### config.mk
export PLATFORM = sky130hd
export DESIGN_NAME = fighter_anim_ctrl
export DESIGN_NICKNAME = d
export VERILOG_FILES = /design/src/rtl/fighter_anim_ctrl.sv
export SDC_FILE = /design/constraint.sdc
export NUM_CORES = 1
export LEC_CHECK = 0
export BUFFER_PORTS_ARGS = -buffer_cell sky130_fd_sc_hd__buf_4
export CELL_PAD_IN_SITES_DETAIL_PLACEMENT = 0
export CELL_PAD_IN_SITES_GLOBAL_PLACEMENT = 1
export CORE_MARGIN = 3
export CORE_UTILIZATION = 45
export CTS_CLUSTER_DIAMETER = 100
export DETAILED_ROUTE_END_ITERATION = 8
export HOLD_SLACK_MARGIN = 0.15
export PLACE_DENSITY = 0.93
export SLEW_MARGIN = 25
export SYNTH_ARGS = -nofsm -noshare
export SYNTH_HDL_FRONTEND = slang
export SYNTH_SLANG_ARGS = --single-unit
### constraint.sdc
create_clock -name Clk -period 7.35 [get_ports Clk]
set_input_delay 1.1025 -clock Clk [delete_from_list [all_inputs] [get_ports Clk]]
set_output_delay 1.1025 -clock Clk [all_outputs]
set_load 0.01 [all_outputs]
### src/rtl/fighter_anim_ctrl.sv
// Purpose: per-fighter pose sequencer feeding the sprite ROM/palette mux and the attack hitbox flag.
// Latency: state, frame_cnt and facing_move update on the Clk edge where frame_tick=1; decodes follow combinationally.
// Backpressure: none; requests are level-sampled on frame ticks only and ignored while busy or cooling down.
module fighter_anim_ctrl #(
    parameter int PUNCH_FRAMES = 6,
    parameter int KICK_FRAMES  = 8,
    parameter int JUMP_FRAMES  = 16,
    parameter int HIT_START    = 2,
    parameter int HIT_END      = 3,
    parameter int COOLDOWN     = 4
) (
    input  logic       Clk,
    input  logic       Reset,
    input  logic       frame_tick,
    input  logic       req_left,
    input  logic       req_right,
    input  logic       req_up,
    input  logic       req_down,
    input  logic       req_punch,
    input  logic       req_kick,
    input  logic       req_block,
    input  logic       health_zero,
    output logic [3:0] pose_sel,
    output logic [7:0] frame_cnt,
    output logic       attack_active,
    output logic       busy,
    output logic [1:0] facing_move
);

    // Encodings double as the pose select seen by the sprite renderer.
    typedef enum logic [3:0] {
        ST_STAND  = 4'd0,
        ST_MOVE   = 4'd1,
        ST_JUMP   = 4'd2,
        ST_CROUCH = 4'd3,
        ST_PUNCH  = 4'd4,
        ST_KICK   = 4'd5,
        ST_CPUNCH = 4'd6,
        ST_BLOCK  = 4'd7,
        ST_DEAD   = 4'd8
    } state_t;

    localparam logic [7:0] PUNCH_LAST = 8'(PUNCH_FRAMES - 1);
    localparam logic [7:0] KICK_LAST  = 8'(KICK_FRAMES - 1);
    localparam logic [7:0] JUMP_LAST  = 8'(JUMP_FRAMES - 1);
    localparam logic [7:0] HIT_LO     = 8'(HIT_START);
    localparam logic [7:0] HIT_HI     = 8'(HIT_END);
    localparam logic [7:0] CD_LOAD    = 8'(COOLDOWN);

    state_t     state;
    state_t     state_nxt;
    logic [7:0] cooldown;
    logic       in_attack;
    logic       leaving_attack;
    logic       punch_go;
    logic       kick_go;

    assign in_attack      = (state == ST_PUNCH) || (state == ST_KICK) || (state == ST_CPUNCH);
    assign leaving_attack = in_attack && (state_nxt != state);

    // Punch outranks kick; a kick is only possible while standing up.
    assign punch_go = (cooldown == 8'd0) && req_punch;
    assign kick_go  = (cooldown == 8'd0) && req_kick && !req_punch && !req_down;

    // State register: moves only on frame ticks.
    always_ff @(posedge Clk or posedge Reset) begin
        if (Reset) begin
            state <= ST_STAND;
        end else if (frame_tick) begin
            state <= state_nxt;
        end
    end

    // Per-pose frame counter, attack cooldown and move direction latch.
    always_ff @(posedge Clk or posedge Reset) begin
        if (Reset) begin
            frame_cnt   <= 8'd0;
            cooldown    <= 8'd0;
            facing_move <= 2'b00;
        end else if (frame_tick) begin
            if (state_nxt != state) begin
                frame_cnt <= 8'd0;
            end else if (frame_cnt != 8'hFF) begin
                frame_cnt <= frame_cnt + 8'd1;
            end

            if (leaving_attack) begin
                cooldown <= CD_LOAD;
            end else if (cooldown != 8'd0) begin
                cooldown <= cooldown - 8'd1;
            end

            // Direction is captured on entry only and held while the move pose lasts.
            if (state_nxt != ST_MOVE) begin
                facing_move <= 2'b00;
            end else if (state != ST_MOVE) begin
                facing_move <= {req_left, req_right};
            end
        end
    end

    // Next-state: KO wins everywhere, timed poses run out, free poses follow request priority.
    always_comb begin
        state_nxt = state;
        if (health_zero) begin
            state_nxt = ST_DEAD;
        end else begin
            case (state)
                ST_DEAD: begin
                    state_nxt = ST_DEAD;
                end
                ST_JUMP: begin
                    if (frame_cnt == JUMP_LAST) state_nxt = ST_STAND;
                end
                ST_PUNCH: begin
                    if (frame_cnt == PUNCH_LAST) state_nxt = ST_STAND;
                end
                ST_KICK: begin
                    if (frame_cnt == KICK_LAST) state_nxt = ST_STAND;
                end
                ST_CPUNCH: begin
                    if (frame_cnt == PUNCH_LAST) state_nxt = req_down ? ST_CROUCH : ST_STAND;
                end
                default: begin
                    if (punch_go) begin
                        state_nxt = req_down ? ST_CPUNCH : ST_PUNCH;
                    end else if (kick_go) begin
                        state_nxt = ST_KICK;
                    end else if (req_up) begin
                        state_nxt = ST_JUMP;
                    end else if (req_block) begin
                        state_nxt = ST_BLOCK;
                    end else if (req_down) begin
                        state_nxt = ST_CROUCH;
                    end else if (req_left ^ req_right) begin
                        state_nxt = ST_MOVE;
                    end else begin
                        state_nxt = ST_STAND;
                    end
                end
            endcase
        end
    end

    // Output decode from the registered state and frame counter.
    always_comb begin
        pose_sel      = state;
        attack_active = in_attack && (frame_cnt >= HIT_LO) && (frame_cnt <= HIT_HI);
        busy          = in_attack || (state == ST_JUMP);
    end

endmodule
* Yosys cells after proc, flatten, opt, wreduce, memory -nomap -nowiden
Index checks and enable logic that the tools add are counted.
Operators by class: add/subtract/negate cells 2, magnitude comparators 2, eq/ne operators 12, multiplexer cells 20, bitwise logic cells 1, reductions and logical operators 20
Operators with widths (count):
- $mux W8 | 4
- $mux W4 | 5
- $pmux W4 S5 | 1
- $eq A8 B3 Y1 const B | 2
- $eq A4 B3 Y1 const B | 3
- $mux W3 | 4
- $mux W2 | 5
- $add A8 B1 Y8 const B | 1
- $eq A8 B4 Y1 const B | 1
- $ge A8 B2 Y1 const B | 1
- $le A8 B2 Y1 const B | 1
- $logic_not A8 Y1 | 1
- $ne A4 B1 Y1 const B | 2
- $ne A8 B8 Y1 const B | 1
- $reduce_bool A8 Y1 | 1
- $sub A8 B1 Y8 const B | 1
- $logic_and A1 B1 Y1 | 7
- $reduce_and A2 Y1 | 3
- $reduce_bool A2 Y1 | 3
- $eq A4 B2 Y1 const B | 1
- $eq A4 B4 Y1 const B | 1
- $ne A4 B4 Y1 | 1
- $logic_or A1 B1 Y1 | 3
- $logic_not A1 Y1 | 2
- 2 further kinds | 2
Word-level totals: flip-flop bits (word level) 22, bits of input ports 11, output and inout bits 16, logic and storage cells 61

* Logic depth before layout (Yosys ltp)
Gate-level depths: netlist of the first run.
word-level depth 13, depth in mapped cells 11

* Least setup slack after synthesis of the first run
No wires, ideal clock.
path type input to register, start input port req_down, end register frame_cnt[5], arrival time 2.586 ns, required time 7.224 ns, slack 4.638 ns, stages 9, buffers on the path 1, cells stage by stage nand2b_1 > a211oi_1 > nor3_1 > a221oi_2 > xnor2_1 > and3_4 > buf_6 > o211a_1 > a221o_1
Between the ends: word-level cells in the longest chain between the ends 10
Ends and longest elaborated chain:
- start, declared | RTL line 18 | input logic req_down,
- $mux W2 | RTL line 133 | end else if (req_down) begin
- $mux W3 | RTL line 131 | end else if (req_block) begin
- $mux W3 | RTL line 129 | end else if (req_up) begin
- $mux W3 | RTL line 127 | end else if (kick_go) begin
- $mux W3 | RTL line 125 | if (punch_go) begin
- $pmux W4 S5 * | RTL line 108 | case (state)
- $mux W4 * | RTL line 105 | if (health_zero) begin
- $ne A4 B4 Y1 * | RTL line 81 | if (state_nxt != state) begin
- $reduce_bool A2 Y1 (no line)
- $reduce_and A2 Y1 (no line)
- end signal, assigned | RTL line 84 | frame_cnt <= frame_cnt + 8'd1;
- end, declared | RTL line 24 | output logic [7:0] frame_cnt,
Every way passes the cells marked *; elsewhere a longest branch is shown, timed or not. A chain may end at the register's enable or synchronous reset.

* Worst setup path after layout of the first run
start register state[2], in the netlist pose_sel[2], end register frame_cnt[5]
Between the ends: word-level cells in the longest chain between the ends 6
Ends and longest elaborated chain:
- start, declared | RTL line 50 | state_t state;
- start signal, assigned | RTL line 70 | state <= state_nxt;
- $eq A4 B3 Y1, or another cell as far along | RTL line 108
- $pmux W4 S5 | RTL line 108
- $mux W4 | RTL line 105
- $ne A4 B4 Y1 * | RTL line 81
- $reduce_bool A2 Y1 (no line)
- $reduce_and A2 Y1 (no line)
Marked as above.

==> results.sh, run 1 <==
export IMPL_wl_per_cell_um=14.8
export IMPL_finalWirelength_um=3810
export IMPL_hold_start="facing_move[1]"
export IMPL_synth_nets=205
export IMPL_drc=0
export IMPL_maxCapViolations=0
export IMPL_coreArea_mm2=0.00339
export IMPL_power_density_mw_per_mm2=318
export IMPL_grt_max_degree=34
export IMPL_pre_cts_ws_ns=4.28
export IMPL_grt_ovfl_total=0
export IMPL_status="completed"
export IMPL_cp_end_kind="register"
export IMPL_synth_cell_types=50
export IMPL_rows=21
export IMPL_synth_seq_area_share_pct=34.5
export IMPL_timing_hold_ws_ns=0.521
export IMPL_rr_endpoint="frame_cnt[5]"
export IMPL_ctsHoldBuffers=0
export IMPL_period_needed_ns=3.04
export IMPL_cp_max_fo=10
export IMPL_hold_depth=1
export IMPL_setup_slack_ns=4.31
export IMPL_syn_area_per_cell_um2=8.45
export IMPL_async_flop_share_pct=100
export IMPL_port_buffers=26
export IMPL_post_cts_setup_buffers=0
export IMPL_fmax_mhz=329
export IMPL_fillers=331
export IMPL_finalSetupViolCount=0
export IMPL_synth_cells=189
export IMPL_cts_resized=0
export IMPL_slew_viol_final=0
export IMPL_grt_pass1_vias=1374
export IMPL_yosysWarnings=0
export IMPL_irDropWorstVdd_mv=0.120
export IMPL_clock_latency_ns=0.32
export IMPL_dp_cells=253
export IMPL_first_pass_iters=4
export IMPL_grt_total_usage_pct=18.4
export IMPL_drive_gt1_share_pct=19.9
export IMPL_r2r_cells=8
export IMPL_reg2reg_slack_ns=4.31
export IMPL_n_antenna_cell=0
export IMPL_leakagePower_nw=0.826
export IMPL_dp_hpwl_um=2880
export IMPL_ioPinCount=27
export IMPL_min_period_over_period_pct=41.4
export IMPL_register_area_um2=551
export IMPL_synth_edf_count=0
export IMPL_grt_pass1_wl_um=6240
export IMPL_avgViaCountPerCell=5.89
export IMPL_worst_slew_pin_slew_ns=0.868
export IMPL_start_util_pct=47.1
export IMPL_nNetsFinal=228
export IMPL_fin_cells=257
export IMPL_required_ns=7.61
export IMPL_multi_input_area_um2=948
export IMPL_worst_clock_skew_ns=0.0155
export IMPL_finish_instance_area_mm2=0.00185
export IMPL_slew_headroom_pct=42.1
export IMPL_cts_sink_count=22
export IMPL_htree_levels=1
export IMPL_critPathArrivalTime_ns=3.31
export IMPL_antenna_found_initial=0
export IMPL_clockBufferDepth=2
export IMPL_power_total_uw=589
export IMPL_place_area_mm2=0.00180
export IMPL_timing_rr_start="pose_sel[2]"
export IMPL_cts_tree="done"
export IMPL_yosys_most_used_dff="dfrtp_1"
export IMPL_rsz0062_at_grt="no"
export IMPL_vias=1513
export IMPL_syn_area_mm2=0.00160
export IMPL_path_clk_slew_ns=0.14
export IMPL_die_area_mm2=0.00430
export IMPL_drt_iter0_markers=80
export IMPL_die_y_um=65.6
export IMPL_cts_root_buf="clkbuf_4"
export IMPL_ys_ff_latch=22
export IMPL_min_to="facing_move[1]"
export IMPL_flow_area_growth_from_synthesis_pct=16.1
export IMPL_routabilityCongestion=0.810
export IMPL_cp_start_kind="register"
export IMPL_finalSetupTns_ns=0
export IMPL_dieWidth_um=65.6
export IMPL_min_path_type="reg2reg"
export IMPL_ant_nets=0
export IMPL_finish_utilization_pct=54.7
export IMPL_final_hold_viol_count=0
export IMPL_numCtsBuffers=3
export IMPL_path_class="reg2reg"
worst max-delay path, cell delays in order, from the launching register on:
cell and delay, ns:
dfrtp_1 0.52, nor3b_1 0.21, a31oi_1 0.55, o211ai_1 0.22, a221oi_1 0.43, a2bb2oi_1 0.27, nand3_1 0.17, nor3_1 0.37
a221o_1 0.25
worst max-delay path by stage:
| stage | startpoint | to | slack [ns] | cells after the start |
|---|---|---|---|---|
| 2_1_floorplan | req_down | frame_cnt[5] | 4.64 | 9 |
| 3_3_place_gp | req_down | frame_cnt[5] | 4.36 | 9 |
| 3_5_place_dp | req_down | cooldown[5] | 4.28 | 9 |
| 4_1_cts | pose_sel[2] | frame_cnt[5] | 4.34 | 8 |
| 5_1_grt | pose_sel[2] | frame_cnt[5] | 4.11 | 8 |
| 6_report | pose_sel[2] | frame_cnt[5] | 4.31 | 8 |
Yosys cell counts, drive strengths merged, types with 3 or more instances:
cell type | instances | share of area (%)
o31ai | 3 | 1.4
nor2 | 21 | 4.9
nand3 | 10 | 3.1
clkbuf | 4 | 1.0
xnor2 | 3 | 1.6
o21ai | 12 | 3.8
buf | 4 | 2.0
o22ai | 4 | 1.6
a21oi | 12 | 3.8
inv | 13 | 3.1
nor3 | 6 | 1.9
dfrtp | 22 | 34
nand2 | 11 | 2.6
a221oi | 3 | 2.4
and2 | 3 | 1.2
a22o | 5 | 2.7
ha | 5 | 3.9
nand2b | 5 | 2.0
or2 | 3 | 1.2
o211ai | 3 | 1.4
per-layer routing:
metal,track usage [%],vias to the layer above,routed length (um)
met4,6.74,0,70
met2,31.1,49,1790
li1,-,742,-
met1,23.8,714,1760
met5,0,-,0
met3,2.74,8,187
where the power goes:
part           switching [mW]  internal, mW  total [mW]
sequential             0.0497         0.153       0.203
combinational           0.159         0.131       0.291
clock                  0.0400        0.0551      0.0952
total                   0.249         0.340       0.589
layout make-up:
cell class / instances / share of cell area, %
Clock buffer: 3 / 1.22
Clock inverter: 1 / 1.62
Inverter: 13 / 2.63
Multi-Input combinational cell: 146 / 51.2
Sequential cell: 22 / 29.7
Tap cell: 46 / 3.11
Timing Repair Buffer: 26 / 10.5
cells by family after synthesis:
group                      after synthesis  share of synthesized area [%]
and+or+nand+nor                         79                           27.2
DFF                                     22                           34.5
xor gates and xnor gates                 3                           1.65
adders and majority gates                5                           3.92
buffers and inverters                   21                           6.11
muxes                                    4                           2.66
AOI/OAI and AO/OA                       55                           24.0
sequential cells by signal, indices dropped and copies added, names as in the netlist:
signal,flops
cooldown,8
frame_cnt,8
pose_sel,4
facing_move,2
cells in the final DEF (no fill, tap or decap), drive strengths merged, types with 3 or more instances in the layout:
| master | Yosys | layout |
|---|---|---|
| inv | 13 | 13 |
| o22ai | 4 | 4 |
| and2 | 3 | 3 |
| nand2b | 5 | 5 |
| ha | 5 | 5 |
| a21oi | 12 | 12 |
| nand3 | 10 | 10 |
| nor3 | 6 | 6 |
| o31ai | 3 | 3 |
| a221oi | 3 | 3 |
| dfrtp | 22 | 22 |
| nand2 | 11 | 11 |
| clkbuf | 4 | 3 |
| buf | 4 | 26 |
| a22o | 5 | 5 |
| nor2 | 21 | 21 |
| xnor2 | 3 | 3 |
| o211ai | 3 | 3 |
| or2 | 3 | 3 |
| o21ai | 12 | 12 |
(Power assumes the default switching activity.)
==> inputs of run 2 (changes only) <==
- CORE_UTILIZATION: 45 -> 37
- PLACE_DENSITY: 0.93 -> 0.82
- clock period: 7.35 -> 2.5 ns (I/O delays scaled with it)
==> results.sh, run 2 (synthesis gave the netlist of run 1 again) <==
export IMPL_status="finished with violations"
export IMPL_routabilityCongestion=0.876
export IMPL_internal_power_mw=1.42
export IMPL_period_needed_ns=2.58
export IMPL_clock_latency_ns=0.28
export IMPL_coreArea_mm2=0.00409
export IMPL_vias=1706
export IMPL_rows=23
export IMPL_drc=0
export IMPL_fin_cells=296
export IMPL_slew_viol_final=0
export IMPL_timing_hold_ws_ns=0.271
export IMPL_die_y_um=71.7
export IMPL_die_area_mm2=0.00514
export IMPL_min_period_over_period_pct=103
export IMPL_p_clk_share_pct=14.6
export IMPL_flow_area_growth_from_synthesis_pct=44.4
export IMPL_final_common_cell="buf_4"
export IMPL_worst_clock_skew_ns=0.0109
export IMPL_setup_slack_ns=-0.0759
export IMPL_grt_pass1_wl_um=7900
export IMPL_final_hold_viol_count=0
export IMPL_grt_pass1_vias=1684
export IMPL_startpoint="cooldown[1]"
export IMPL_numCtsBuffers=3
export IMPL_wl_per_cell_um=16.4
export IMPL_avgViaCountPerCell=5.76
export IMPL_slew_headroom_pct=41.6
export IMPL_dp_cells=283
export IMPL_cts_sink_count=22
export IMPL_finalSetupViolCount=10
export IMPL_cts_tree="done"
export IMPL_maxCapViolations=0
export IMPL_timing_rr_start="cooldown[1]"
export IMPL_final_cell_mix="buf_4 (59), dfrtp_1 (22), nor2_1 (18), inv_1 (11), nand2_1 (11)"
export IMPL_fmax_mhz=388
export IMPL_irDropWorstVdd_mv=0.314
export IMPL_grt_max_degree=34
export IMPL_drive_gt1_share_pct=42.3
export IMPL_ioPinCount=27
export IMPL_seq_power_share_pct=22.5
export IMPL_grt_ovfl_total=0
export IMPL_cp_end_kind="register"
export IMPL_clockBufferDepth=2
export IMPL_switchingPower_uw=989
export IMPL_grt_total_usage_pct=19.3
export IMPL_port_buffers=26
export IMPL_power_total_mw=2.41
export IMPL_cp_start_kind="register"
export IMPL_worst_slew_pin_slew_ns=0.875
export IMPL_p_sw_share_pct=41.1
export IMPL_dp_hpwl_um=3380
export IMPL_power_density_mw_per_mm2=1050
export IMPL_nNetsFinal=263
export IMPL_cts_root_buf="clkbuf_8"
export IMPL_violations="setup timing"
export IMPL_n_antenna_cell=0
export IMPL_htree_levels=1
export IMPL_ant_nets=0
export IMPL_rsz0062_at_grt="yes"
export IMPL_start_util_pct=39.1
export IMPL_drt_iter0_markers=125
export IMPL_path_class="reg2reg"
export IMPL_path_clk_slew_ns=0.09
export IMPL_critPathArrivalTime_ns=2.79
export IMPL_cp_max_fo=3
export IMPL_comb_power_share_pct=62.9
export IMPL_min_path_type="in2async"
export IMPL_dieWidth_um=71.7
export IMPL_first_pass_iters=5
export IMPL_antenna_found_initial=0
export IMPL_finalWirelength_um=4860
export IMPL_required_ns=2.72
export IMPL_leakagePower_nw=1.04
export IMPL_finish_utilization_pct=56.4
==> run 2: cell count changes in the layout (fill, tap and decap cells not counted), sizes merged <==
cell / change
buf: +34
and3: +1
==> run 2: layer usage <==
metal	vias to the layer above	wire length, um	track usage (%)
met5	-	0	0
met4	0	133	6.47
met3	13	215	2.81
met2	60	2330	32.3
met1	820	2180	25.5
li1	813	-	-
==> run 2: worst paths after layout <==
check                      cells after the start              to  slack, ns
max                                           10  facing_move[1]      -0.08
min                                            2    frame_cnt[7]       0.27
max reg2reg                                   10  facing_move[1]      -0.08
min reg2reg                                    1  facing_move[0]       0.52
max in group asynchronous                      2  facing_move[0]       1.68
min in group Clk                               2  facing_move[1]       0.34
==> run 2: power groups by stage <==
| stage | sequential [mW] | clock (mW) | combinational (mW) |
|---|---|---|---|
| floorplan | 0.559 | 0 | 0.690 |
| global placement | 0.538 | 0 | 1.13 |
| detailed placement | 0.544 | 0 | 1.15 |
| CTS | 0.539 | 0.349 | 1.32 |
| global route | 0.558 | 0.360 | 1.64 |
| finish | 0.542 | 0.352 | 1.51 |
==> run 2: area by class of cell <==
type,count,area [um2]
Fill cell,388,1780
Timing Repair Buffer,60,454
Clock inverter,1,30.0
Multi-Input combinational cell,147,1120
Clock buffer,3,41.3
Inverter,13,48.8
Tap cell,50,62.6
Sequential cell,22,551
==> run 2: repair_timing <==
| item | in CTS | in global routing |
|---|---|---|
| cloned | 1 | 0 |
| hold buffers | 0 | 0 |
| endpoints found under the setup margin | 16 | 18 |
| pin swaps | 8 | 14 |
| resized for setup | 13 | 21 |
| buffers inserted | 7 | 2 |
==> run 2: through the flow <==
| step | instance area (um2) | setup TNS [ns] | setup WS [ns] |
|---|---|---|---|
| CTS | 2190 | -0.216 | -0.0535 |
| global route | 2300 | -2.28 | -0.195 |
| finish | 2300 | -0.445 | -0.0759 |
| global placement | 2010 | -0.147 | -0.0574 |
| floorplan | 1610 | 0 | 0.0437 |
| detailed placement | 2010 | -1.33 | -0.154 |
==> run 2: worst max-delay path, cell delays in order, from the launching register on <==
cell and delay, ns:
dfrtp_1 0.40, inv_2 0.09, ha_4 0.13, or3b_4 0.39, nor3_2 0.22, o22ai_2 0.11, a221oi_4 0.35, buf_4 0.17
or3b_4 0.39, o21ai_2 0.14, a22o_1 0.13
==> inputs of run 3 (changes only) <==
--- a/config.mk
+++ b/config.mk
@@ -14,2 +14,3 @@
 export DETAILED_ROUTE_END_ITERATION = 8
+export GPL_TIMING_DRIVEN = 0
 export HOLD_SLACK_MARGIN = 0.15
--- a/constraint.sdc
+++ b/constraint.sdc
@@ -3,2 +3,2 @@
 set_output_delay 0.375 -clock Clk [all_outputs]
-set_load 0.01 [all_outputs]
+set_load 0.005 [all_outputs]
==> results.sh, run 3 (synthesis gave the netlist of run 1 again) <==
export IMPL_port_buffers=26
export IMPL_rsz0062_at_grt="yes"
export IMPL_clock_latency_ns=0.27
export IMPL_maxCapViolations=0
export IMPL_grt_pass1_vias=1525
export IMPL_finalWirelength_um=4460
export IMPL_slew_headroom_pct=40.5
export IMPL_cts_sink_count=22
export IMPL_nNetsFinal=250
export IMPL_finalSetupViolCount=13
export IMPL_fmax_mhz=382
export IMPL_first_pass_iters=4
export IMPL_vias=1610
export IMPL_avgViaCountPerCell=5.71
export IMPL_power_density_mw_per_mm2=970
export IMPL_path_delay_family="compound AO/OA/AOI/OAI gates"
export IMPL_clockBufferDepth=2
export IMPL_routabilityCongestion=0.820
export IMPL_path_clk_slew_ns=0.09
export IMPL_required_ns=2.65
export IMPL_rows=23
export IMPL_critPathMaxStageDelay_ns=0.41
export IMPL_fillers=380
export IMPL_antenna_found_initial=0
export IMPL_internal_power_mw=1.22
export IMPL_min_period_over_period_pct=105
export IMPL_irDropWorstVdd_mv=0.392
export IMPL_violations="setup timing"
export IMPL_numCtsBuffers=3
export IMPL_drt_iter0_markers=84
export IMPL_status="finished with violations"
export IMPL_wl_per_cell_um=15.8
export IMPL_cts_root_buf="clkbuf_8"
export IMPL_drive_gt1_share_pct=37.9
export IMPL_reg2reg_slack_ns=-0.12
export IMPL_dieWidth_um=71.7
export IMPL_die_y_um=71.7
export IMPL_final_cell_mix="buf_4 (40), dfrtp_1 (21), nor2_1 (18), a21oi_1 (12), inv_1 (11)"
export IMPL_n_antenna_cell=0
export IMPL_period_needed_ns=2.62
export IMPL_path_class="reg2reg"
export IMPL_min_path_type="in2async"
export IMPL_dp_hpwl_um=2950
export IMPL_ant_nets=0
export IMPL_path_buf_inv=2
export IMPL_power_total_mw=2.11
export IMPL_cp_end_kind="register"
export IMPL_worst_clock_skew_ns=0.00605
export IMPL_cts_tree="done"
export IMPL_die_area_mm2=0.00514
export IMPL_cp_start_kind="register"
export IMPL_htree_levels=1
export IMPL_comb_power_share_pct=63.1
export IMPL_p_clk_share_pct=11.0
export IMPL_grt_total_usage_pct=17.7
export IMPL_final_hold_viol_count=0
export IMPL_leakagePower_nw=0.960
export IMPL_grt_max_degree=23
export IMPL_coreArea_mm2=0.00409
export IMPL_ioPinCount=27
export IMPL_grt_pass1_wl_um=7230
export IMPL_worst_slew_pin_slew_ns=0.892
export IMPL_path_cells="inv_2 > ha_4 > or3b_4 > nor3_4 > o22ai_2 > a221oi_4 > xnor2_2 > and3_4 > buf_6 > o211a_1 > a221o_1"
export IMPL_final_common_cell="buf_4"
export IMPL_slew_viol_final=0
export IMPL_setup_slack_ns=-0.116
export IMPL_seq_power_share_pct=25.9
export IMPL_finish_utilization_pct=53.2
export IMPL_switchingPower_uw=891
export IMPL_slowest_stage="dfrtp_1"
export IMPL_drc=0
export IMPL_grt_ovfl_total=0
export IMPL_flow_area_growth_from_synthesis_pct=36.0
export IMPL_p_sw_share_pct=42.3
export IMPL_cp_max_fo=5
export IMPL_start_util_pct=39.1
export IMPL_critPathArrivalTime_ns=2.77
run 3: layer usage:
metal	wire length [um]	track usage (%)	part of all wire, %
met2	2090	28.6	47
met3	230	2.52	5.2
met4	93	6.05	2.1
met5	0	0	0
met1	2050	24.3	46
run 3: what timing repair did:
item	in CTS	in global routing
pin swaps	12	14
setup endpoints to repair	18	18
gates resized for setup	13	23
hold buffers	0	0
gates cloned	1	0
buffers inserted	9	4
hold endpoints to repair	0	0
run 3: layout make-up:
class	count	area (um2)	area share, %
Buffer	8	48.8	2.25
Inverter	13	48.8	2.25
Timing Repair Buffer	40	300	13.8
Multi-Input combinational cell	146	1120	51.5
Sequential cell	22	552	25.4
Clock buffer	3	41.3	1.90
Tap cell	50	62.6	2.88
run 3: path summary, 6_finish.rpt:
check,from,endpoint,cells past startpoint
setup reg to reg,cooldown[0],frame_cnt[5],11
setup / recovery,cooldown[0],frame_cnt[5],11
max in group asynchronous,Reset,cooldown[2],2
hold / removal,Reset,cooldown[4],2
hold reg to reg,facing_move[0],facing_move[0],1
min in group Clk,req_left,facing_move[1],2
run 3: power by group through the flow:
stage	Sequential (mW)	Combinational, mW	Clock (mW)
floorplan	0.541	0.686	0
detailed placement	0.554	0.940	0
global placement	0.554	0.936	0
finish	0.546	1.33	0.232
global route	0.560	1.46	0.251
CTS	0.533	1.13	0.234
run 3: worst register-to-register path, stage by stage, from the launching register on:
cell and delay (ns):
dfrtp_1 0.41, inv_2 0.09, ha_4 0.13, or3b_4 0.41, nor3_4 0.20, o22ai_2 0.12
a221oi_4 0.34, xnor2_2 0.12, and3_4 0.20, buf_6 0.13, o211a_1 0.10, a221o_1 0.26
run 3: metrics by stage:
stage | setup WS [ns] | instances | hold WS [ns] | cell area (um2) | TNS, ns
floorplan | 0.0437 | 189 | 0.364 | 1610 | 0
global placement | -0.343 | 265 | 0.491 | 1870 | -3.67
detailed placement | -0.348 | 265 | 0.493 | 1870 | -3.79
CTS | -0.0468 | 278 | 0.339 | 2040 | -0.0772
global route | -0.246 | 282 | 0.344 | 2170 | -3.02
finish | -0.116 | 282 | 0.292 | 2170 | -0.510
